--- src/rtl/spi_reg_ctrl.sv ---
// ---------------------------------------------------------------------------
// spi_reg_ctrl
//   Command sequencer and register bank sitting behind the SPI byte shifter.
//   The first byte of every frame is a command {rw, inc, addr[5:0]}; the
//   following bytes are either written into the register file (rw=0) or are
//   dummy bytes that trigger the next read byte to be handed to the shifter
//   (rw=1). Address 0 is a read-only ID, address 1 is a W1C STATUS register.
//   Everything runs in the sclk domain.
//
// Ports
//   sclk      in   SPI clock, all state changes on posedge
//   rst       in   asynchronous active-high reset
//   rx_valid  in   one-cycle strobe, rx_byte holds a received byte
//   rx_first  in   qualifies rx_valid: byte starts a new frame (command)
//   rx_byte   in   received byte
//   tx_byte   out  byte for the shifter to transmit next
//   tx_load   out  one-cycle strobe, shifter loads tx_byte
//   reg_flat  out  all registers, reg n at [8n+7:8n]
//   wr_pulse  out  one-cycle strobe, register wr_addr was just written
//   wr_addr   out  address of the last effective write
//   err       out  OR of STATUS[2:0]
// ---------------------------------------------------------------------------
module spi_reg_ctrl #(
    parameter int         NREGS     = 16,
    parameter logic [7:0] ID_VAL    = 8'hA5,
    parameter logic [7:0] RESET_VAL = 8'h00
) (
    input  logic                 sclk,
    input  logic                 rst,
    input  logic                 rx_valid,
    input  logic                 rx_first,
    input  logic [7:0]           rx_byte,
    output logic [7:0]           tx_byte,
    output logic                 tx_load,
    output logic [8*NREGS-1:0]   reg_flat,
    output logic                 wr_pulse,
    output logic [5:0]           wr_addr,
    output logic                 err
);

    localparam int         IDX_W   = (NREGS > 2) ? $clog2(NREGS) : 1;
    localparam logic [6:0] NREGS_V = 7'(NREGS);

    typedef enum logic [1:0] {IDLE, WR, RD} state_t;

    state_t      state;
    logic [5:0]  ptr;
    logic        inc;
    logic [2:0]  status;
    logic [7:0]  regs [NREGS];

    // Pointer advance. Anything at or past the last register (including an
    // out-of-range command address) wraps back to 0.
    function automatic logic [5:0] next_ptr(input logic [5:0] p);
        return ({1'b0, p} >= NREGS_V - 7'd1) ? 6'd0 : p + 6'd1;
    endfunction

    // Read address: command address on a read command, otherwise the
    // (possibly advanced) pointer for a read data byte.
    logic [5:0] rd_addr;
    logic       rd_bad;
    logic [7:0] rd_data;

    always_comb begin
        rd_addr = ptr;
        if (rx_first)
            rd_addr = rx_byte[5:0];
        else if (inc)
            rd_addr = next_ptr(ptr);
    end

    always_comb begin
        rd_bad  = ({1'b0, rd_addr} >= NREGS_V);
        rd_data = 8'hFF;
        if (rd_addr == 6'd0)
            rd_data = ID_VAL;
        else if (rd_addr == 6'd1)
            rd_data = {5'b0, status};
        else if (!rd_bad)
            rd_data = regs[rd_addr[IDX_W-1:0]];
    end

    // Per-byte decode: which action happens this cycle and which STATUS
    // bits get set or cleared. Only one byte arrives per cycle, so a set
    // and a W1C never target the same event; set still takes priority.
    logic       do_rd;
    logic       do_wr;
    logic       wr_bad;
    logic [2:0] st_set;
    logic [2:0] st_clr;

    always_comb begin
        do_rd  = 1'b0;
        do_wr  = 1'b0;
        st_set = 3'b000;
        st_clr = 3'b000;
        wr_bad = ({1'b0, ptr} >= NREGS_V);
        if (rx_valid) begin
            if (rx_first) begin
                do_rd = rx_byte[7];
            end else begin
                case (state)
                    IDLE: st_set[2] = 1'b1;
                    RD:   do_rd = 1'b1;
                    WR: begin
                        if (ptr == 6'd0)
                            st_set[1] = 1'b1;
                        else if (wr_bad)
                            st_set[0] = 1'b1;
                        else begin
                            do_wr = 1'b1;
                            if (ptr == 6'd1)
                                st_clr = rx_byte[2:0];
                        end
                    end
                    default: ;
                endcase
            end
        end
        if (do_rd && rd_bad)
            st_set[0] = 1'b1;
    end

    always_ff @(posedge sclk or posedge rst) begin
        if (rst) begin
            state    <= IDLE;
            ptr      <= 6'd0;
            inc      <= 1'b0;
            status   <= 3'b000;
            tx_byte  <= 8'h00;
            tx_load  <= 1'b0;
            wr_pulse <= 1'b0;
            wr_addr  <= 6'd0;
            for (int i = 0; i < NREGS; i++)
                regs[i] <= RESET_VAL;
        end else begin
            tx_load  <= 1'b0;
            wr_pulse <= 1'b0;
            status   <= (status & ~st_clr) | st_set;

            if (rx_valid) begin
                if (rx_first) begin
                    ptr   <= rx_byte[5:0];
                    inc   <= rx_byte[6];
                    state <= rx_byte[7] ? RD : WR;
                end else if (state != IDLE && inc) begin
                    ptr <= next_ptr(ptr);
                end
            end

            if (do_rd) begin
                tx_byte <= rd_data;
                tx_load <= 1'b1;
            end

            if (do_wr) begin
                wr_pulse <= 1'b1;
                wr_addr  <= ptr;
                if (ptr >= 6'd2)
                    regs[ptr[IDX_W-1:0]] <= rx_byte;
            end
        end
    end

    // Register 0 and 1 are not storage: ID is a constant and STATUS has
    // only three live bits.
    always_comb begin
        reg_flat = '0;
        for (int i = 0; i < NREGS; i++) begin
            if (i == 0)
                reg_flat[8*i +: 8] = ID_VAL;
            else if (i == 1)
                reg_flat[8*i +: 8] = {5'b0, status};
            else
                reg_flat[8*i +: 8] = regs[i];
        end
    end

    assign err = |status;

endmodule

--- config.mk ---
export PLATFORM = sky130hd
export DESIGN_NAME = spi_reg_ctrl
export DESIGN_NICKNAME = d
export VERILOG_FILES = /design/src/rtl/spi_reg_ctrl.sv
export SDC_FILE = /design/constraint.sdc
export NUM_CORES = 1
export LEC_CHECK = 0
export ABC_AREA = 1
export CAP_MARGIN = 5
export CORE_MARGIN = 3
export CORE_UTILIZATION = 45
export CTS_CLUSTER_DIAMETER = 150
export DETAILED_ROUTE_END_ITERATION = 6
export PLACE_DENSITY = 0.73
export SLEW_MARGIN = 20
export SYNTH_ARGS = -nofsm -noshare
export SYNTH_HDL_FRONTEND = slang
export SYNTH_SLANG_ARGS = --single-unit
--- constraint.sdc ---
create_clock -name sclk -period 15.7 [get_ports sclk]
set_input_delay 3.14 -clock sclk [delete_from_list [all_inputs] [get_ports sclk]]
set_output_delay 3.14 -clock sclk [all_outputs]
set_load 0.02 [all_outputs]
==> summary.txt, run 1 <==
Status
  – Status: complete, no violations

Clocking
  – Htree depth: 4
  – Hold buffers post-CTS: 0
  – TritonCTS clock tree: done
  – Postcts setup bufs: 0
  – CTS Sinks: 156
  – Clock Tree Buf Depth: 2
  – Clock latency on the worst-skew pair: 0.44 ns
  – CTS buffer count: 17
  – Root Buffer Master: clkbuf_16
  – Post-cts gate resize count: 0
  – Clock transition at path regs: 0.07 ns

Final layout
  – Share of layout cells above drive strength 1: 7.32%
  – Fin nets: 1,069
  – Area of the multi-input gates: 3040 um^2
  – Most frequent cells in the layout: 286 x nand2_1, 156 x dfrtp_1, 143 x clkdlybuf4s50_1, 117 x o21ai_1
  – Commonest non-fill, non-tap cell in the layout: nand2_1
  – Filler instances: 1,696
  – Antenna Cells: 0
  – Reg area: 3900 um^2
  – Area growth syn-to-layout: 14.8%

Pwr
  – Register share of total power: 37.7%
  – Logic pwr share: 31.9%
  – Pint: 0.915 mW
  – Peak supply drop: 0.0778 mV
  – Power per standard cell area: 151 nW/um^2
  – Pleak: 4.39 nW
  – Switching part of the total: 37.0%
  – Switching power: 0.537 mW
  – Clk pwr share: 30.4%

Job
  – Max-cap viol count: 0

Floorplan
  – Die Width: 143 um
  – Ports: 157
  – Initial core utilization: 46.2%
  – Die area: 20,300 um^2
  – Chip Height: 143 um
  – Core Region: 18,100 um^2
  – Row Count: 49

STA
  – Setup TNS: 0 ns
  – Worst-margin pin slew: 0.977 ns
  – RSZ-0062 raised after global routing: no
  – Fmax: 161 MHz
  – Tmin final: 6.23 ns
  – Min Hold Slack: 0.378 ns
  – Final-report hold violation count: 0
  – Final max-slew violation count: 0
  – Final period util: 39.7%
  – Skew final: 0.00930 ns
  – Final setup fails: 0
  – Rel. slew slack: 34.7%

Synth
  – Avg Cell Area, Syn: 7.98 um^2
  – FFs w/ async S/R, synth: 100%
  – Area leader, netlist: dfrtp_1
  – Post-synth top area share: 46.5%
  – Synth area leaders: dfrtp_1 47%, nand2_1 13%, buf_4 11%
  – EDFF count, synth: 0
  – Syn Inst Count: 1,052
  – #FFs+latches synth: 156
  – Post-synth top flop: dfrtp_1
  – Count of cell types in the netlist: 37
  – Synthesized area: 8390 um^2
  – Seq/Total Area, Yosys: 46.5%
  – Yosys warnings: 0

GRT
  – Vias in the first global route: 6,521
  – Largest net degree at the start of global routing: 86
  – Gr usage total: 24.2%
  – First-pass GRT wire length: 37.3 mm
  – Initial antenna violation count: 0
  – Global route total overflow: 0

Setup path
  – CP endpoint kind: flop
  – WP buf/inv: 3
  – Setup crit start kind: primary input
  – Data required, critical path: 16.03 ns
  – Setup CP Type: primary input to flop
  – Cell family with most CP delay: simple AND/OR/NAND/NOR gates
  – Critical path peak fanout: 52
  – Crit path top cell by count: nand2_1
  – Critical path's slowest cell: nand2_1
  – Cell Chain, Critical Path: clkdlybuf4s50_1 > inv_1 > nand2_1 > nand2_4 > nor2_4 > inv_2 > nor2_4 > nand2_2 > nor2_1 > nor2_1 > nand2_1 > nand2_1
  – Max stage delay on crit path: 0.88 ns
  – Worst Path Arrival: 6.56 ns

Detailed routing
  – First-pass DRT Iterations: 6
  – Antenna Nets Post-Route: 0
  – Vias per cell: 5.27
  – Remaining DRCs: 0
  – Total wire length: 24.4 mm
  – Vias: 6,823
  – Wire per inst: 18.8 um
  – 1st-iter DRT viols: 600

Hold path
  – Hold WC Path Type: flop to flop

Placement
  – Port bufs: 143
  – Post-DP HPWL: 16.9 mm
  – Routability Congestion: 0.942
[layer usage]
| layer | global-route usage [%] | part of all wire, % |
|---|---|---|
| met1 | 33.0 | 43 |
| met2 | 37.9 | 47 |
| met3 | 4.57 | 6.6 |
| met4 | 10.4 | 3.6 |
| met5 | 0 | 0 |
[sequential cells by signal, summed over array words and instances, names as in the netlist]
signal,cells
reg_flat,112
regs,16
tx_byte,8
ptr,6
wr_addr,6
status,3
state,2
inc,1
tx_load,1
wr_pulse,1
[final timing paths]
| check | from | endpoint | slack, ns | cells past startpoint |
|---|---|---|---|---|
| min in group asynchronous | rst | reg_flat[57]$_DFFE_PP0P_ | 3.22 | 2 |
| worst min register to register | regs[123]$_DFFE_PP0P_ | regs[123]$_DFFE_PP0P_ | 0.38 | 0 |
| max in group asynchronous | rst | reg_flat[72]$_DFFE_PP0P_ | 11.08 | 3 |
| worst max register to register | ptr[0]$_DFFE_PP0P_ | regs[117]$_DFFE_PP0P_ | 12.54 | 10 |
| worst max-delay path | rx_byte[0] | tx_byte[1]$_DFFE_PP0P_ | 9.47 | 12 |
| worst min-delay path | regs[123]$_DFFE_PP0P_ | regs[123]$_DFFE_PP0P_ | 0.38 | 0 |
[synth_stat cells (4+ instances only)]
cell type,count
nand2_1,286
dfrtp_1,156
buf_4,127
o21ai_1,117
inv_1,71
nand3_1,70
nor2_1,40
a21oi_1,33
o21ai_0,29
buf_2,24
clkbuf_1,20
nand2_2,11
nand3b_1,9
inv_2,7
nand3_2,6
nor2_4,5
ha_1,4
nand4_1,4
nor2_2,4
[cell type report]
class                      count  share of cell area [%]
clock buffer                  17                    4.42
clock inverter                15                    2.13
inverter                      80                    3.18
multi-input combinational    650                    31.5
sequential                   156                    40.5
tap                          229                    2.97
timing repair buffer         148                    15.3
[power groups by stage]
stage	clock, mW	combinational (mW)	sequential, mW
4_1_cts	0.446	0.465	0.545
5_1_grt	0.463	0.506	0.556
2_1_floorplan	0	0.335	0.541
6_report	0.442	0.464	0.547
3_3_place_gp	0	0.456	0.553
3_5_place_dp	0	0.462	0.552
[metrics by stage]
stage	std cells	setup slack, ns	total power [mW]	utilization, %	area, um^2
floorplan	1063	8.35	0.876	-	8430
global placement	1263	9.14	1.01	49.6	9000
detailed placement	1263	9.08	1.01	49.6	9000
CTS	1295	9.54	1.46	53.1	9630
global route	1295	9.20	1.52	53.1	9630
finish	1295	9.47	1.45	53.1	9630
[cells by family after synthesis]
logic type      Yosys count  share of synthesized area, %
simple gates            440                          22.9
buf+inv                 257                          17.8
compound gates          192                          11.9
flops                   156                          46.5
fa+ha+maj                 4                         0.596
other cells               2                        0.0895
xor+xnor                  1                         0.104
(Power assumes the default switching activity.)
==> run 2, diff against run 1 <==
- clock period: 15.7 -> 6.25 ns (I/O delays scaled with it)
==> run 2 against run 1 <==
  * Final area rose by 0.22%
  * Combinational power grew to 2.5 times the previous value
  * Die area did not move
  * Via count rose by 0.59%
  * Worst hold slack got worse by 0.0035 ns
  * Cell count hardly changed
  * Routed wire length is 0.59% higher
  * Critical path type unchanged
  * Critical endpoint unchanged
  * Largest cell class unchanged
  * Highest routed layer unchanged
==> summary.txt, run 2 (same netlist as run 1, synthesis figures left out) <==
Placement
  – Dpl ws: 1.87 ns
  – Post-DP HPWL: 17.2 mm
  – DP Cell Count: 1,265
  – Port bufs: 143
  – DP Area: 9020 um^2
  – Routability Congestion: 0.951

Clocking
  – Hold buffers post-CTS: 0
  – Clock latency on the worst-skew pair: 0.44 ns
  – Htree depth: 4
  – Clock Tree Buf Depth: 2
  – TritonCTS clock tree: done
  – CTS Sinks: 156
  – Post-cts gate resize count: 0
  – CTS buffer count: 17
  – Postcts setup bufs: 0
  – Clock transition at path regs: 0.06 ns
  – Root Buffer Master: clkbuf_16

Floorplan
  – Core Region: 18,100 um^2
  – Chip Height: 143 um
  – Die area: 20,300 um^2
  – Row Count: 49
  – Initial core utilization: 46.2%
  – Die Width: 143 um
  – Ports: 157

STA
  – Final period util: 63.6%
  – Setup TNS: 0 ns
  – Worst-margin pin slew: 0.922 ns
  – Fmax: 252 MHz
  – Worst setup margin: 2.28 ns
  – RSZ-0062 raised after global routing: no
  – Final setup fails: 0
  – Tmin final: 3.97 ns
  – Final-report hold violation count: 0
  – Final max-slew violation count: 0
  – Skew final: 0.00933 ns
  – Rel. slew slack: 38.5%

Detailed routing
  – Vias per cell: 5.30
  – First-pass DRT Iterations: 5
  – 1st-iter DRT viols: 566
  – Wire per inst: 18.9 um
  – Total wire length: 24.5 mm
  – Vias: 6,863
  – Antenna Nets Post-Route: 0
  – Remaining DRCs: 0

Setup path
  – Setup CP Type: primary input to flop
  – Critical path peak fanout: 52
  – Data required, critical path: 6.58 ns
  – Setup crit start kind: primary input
  – Worst Path Arrival: 4.30 ns
  – Reg2Reg Depth: 15
  – CP endpoint kind: flop
  – R2R setup slack: 3.19 ns

Final layout
  – Final std cells w/o fill: 1,296
  – Share of layout cells above drive strength 1: 7.40%
  – Filler instances: 1,706
  – Commonest non-fill, non-tap cell in the layout: nand2_1
  – Area growth syn-to-layout: 15.0%
  – Most frequent cells in the layout: 286 x nand2_1, 156 x dfrtp_1, 143 x clkdlybuf4s50_1, 117 x o21ai_1
  – Fin nets: 1,071
  – Antenna Cells: 0
  – Design area: 9650 um^2
  – Max reg flops: 112

Pwr
  – Peak supply drop: 0.216 mV
  – Pleak: 4.40 nW
  – Power per standard cell area: 380 nW/um^2
  – Power, Total: 3.67 mW

GRT
  – Largest net degree at the start of global routing: 69
  – Gr usage total: 24.4%
  – First-pass GRT wire length: 37.6 mm
  – Vias in the first global route: 6,476
  – Initial antenna violation count: 0
  – Global route total overflow: 0

Hold path
  – Hold depth: 0
  – Hold WC Path Type: flop to flop

Status
  – Status: complete, no violations

Job
  – Max-cap viol count: 0
-- run 2: changes by cell type in the layout (fill, tap and decap cells not counted), moves of 2 or more --
cell        previous run  this run
clkinvlp_4             0         3
buf_4                  5         7
bufinv_16              3         5
clkinv_2               1         6
inv_6                  8         1
clkinv_4               3         0
-- run 2: worst paths after layout --
kind,from,endpoint
max,rx_byte[0],tx_byte[1]$_DFFE_PP0P_
min,regs[127]$_DFFE_PP0P_,regs[127]$_DFFE_PP0P_
max reg2reg,ptr[0]$_DFFE_PP0P_,tx_byte[1]$_DFFE_PP0P_
min reg2reg,regs[127]$_DFFE_PP0P_,regs[127]$_DFFE_PP0P_
max in group asynchronous,rst,reg_flat[92]$_DFFE_PP0P_
min in group asynchronous,rst,reg_flat[57]$_DFFE_PP0P_
-- run 2: final cells by class --
class | instances | area (um^2) | area share (%)
clock buffer | 18 | 439 | 4.55
clock inverter | 13 | 198 | 2.05
inverter | 80 | 307 | 3.18
multi-input combinational | 650 | 3040 | 31.4
sequential | 156 | 3900 | 40.4
tap | 229 | 287 | 2.97
timing repair buffer | 150 | 1480 | 15.4
-- run 2: metal layers --
metal  vias up  routed length [um]  GRT usage (%)
met5         -                   0              0
met4         0                 641           8.35
met3        51                1710           6.01
met2       276               11900           39.5
met1      3288               10300           32.2
li1       3248                   -              -
-- run 2: worst max-delay path, stage by stage --
cell             delay, ns
clkdlybuf4s50_1       0.40
inv_1                 0.57
nand2_1               0.34
buf_4                 0.33
nand2_4               0.46
nor2_4                0.21
a21oi_1               0.27
a21oi_1               0.11
nor2_1                0.14
nand2_1               0.07
nand2_1               0.06
nand2_1               0.04
-- run 2: metrics by stage --
step                      util, %  hold WS, ns
final                        53.2        0.375
after global routing         53.2        0.387
after CTS                    53.2        0.379
after detailed placement     49.7        0.366
after global placement       49.7        0.366
after floorplan                 -        0.429
-- run 2: power breakdown --
group,internal (mW),switching (mW)
registers,1.19,0.184
logic,0.464,0.703
clock network,0.712,0.418
total,2.37,1.31
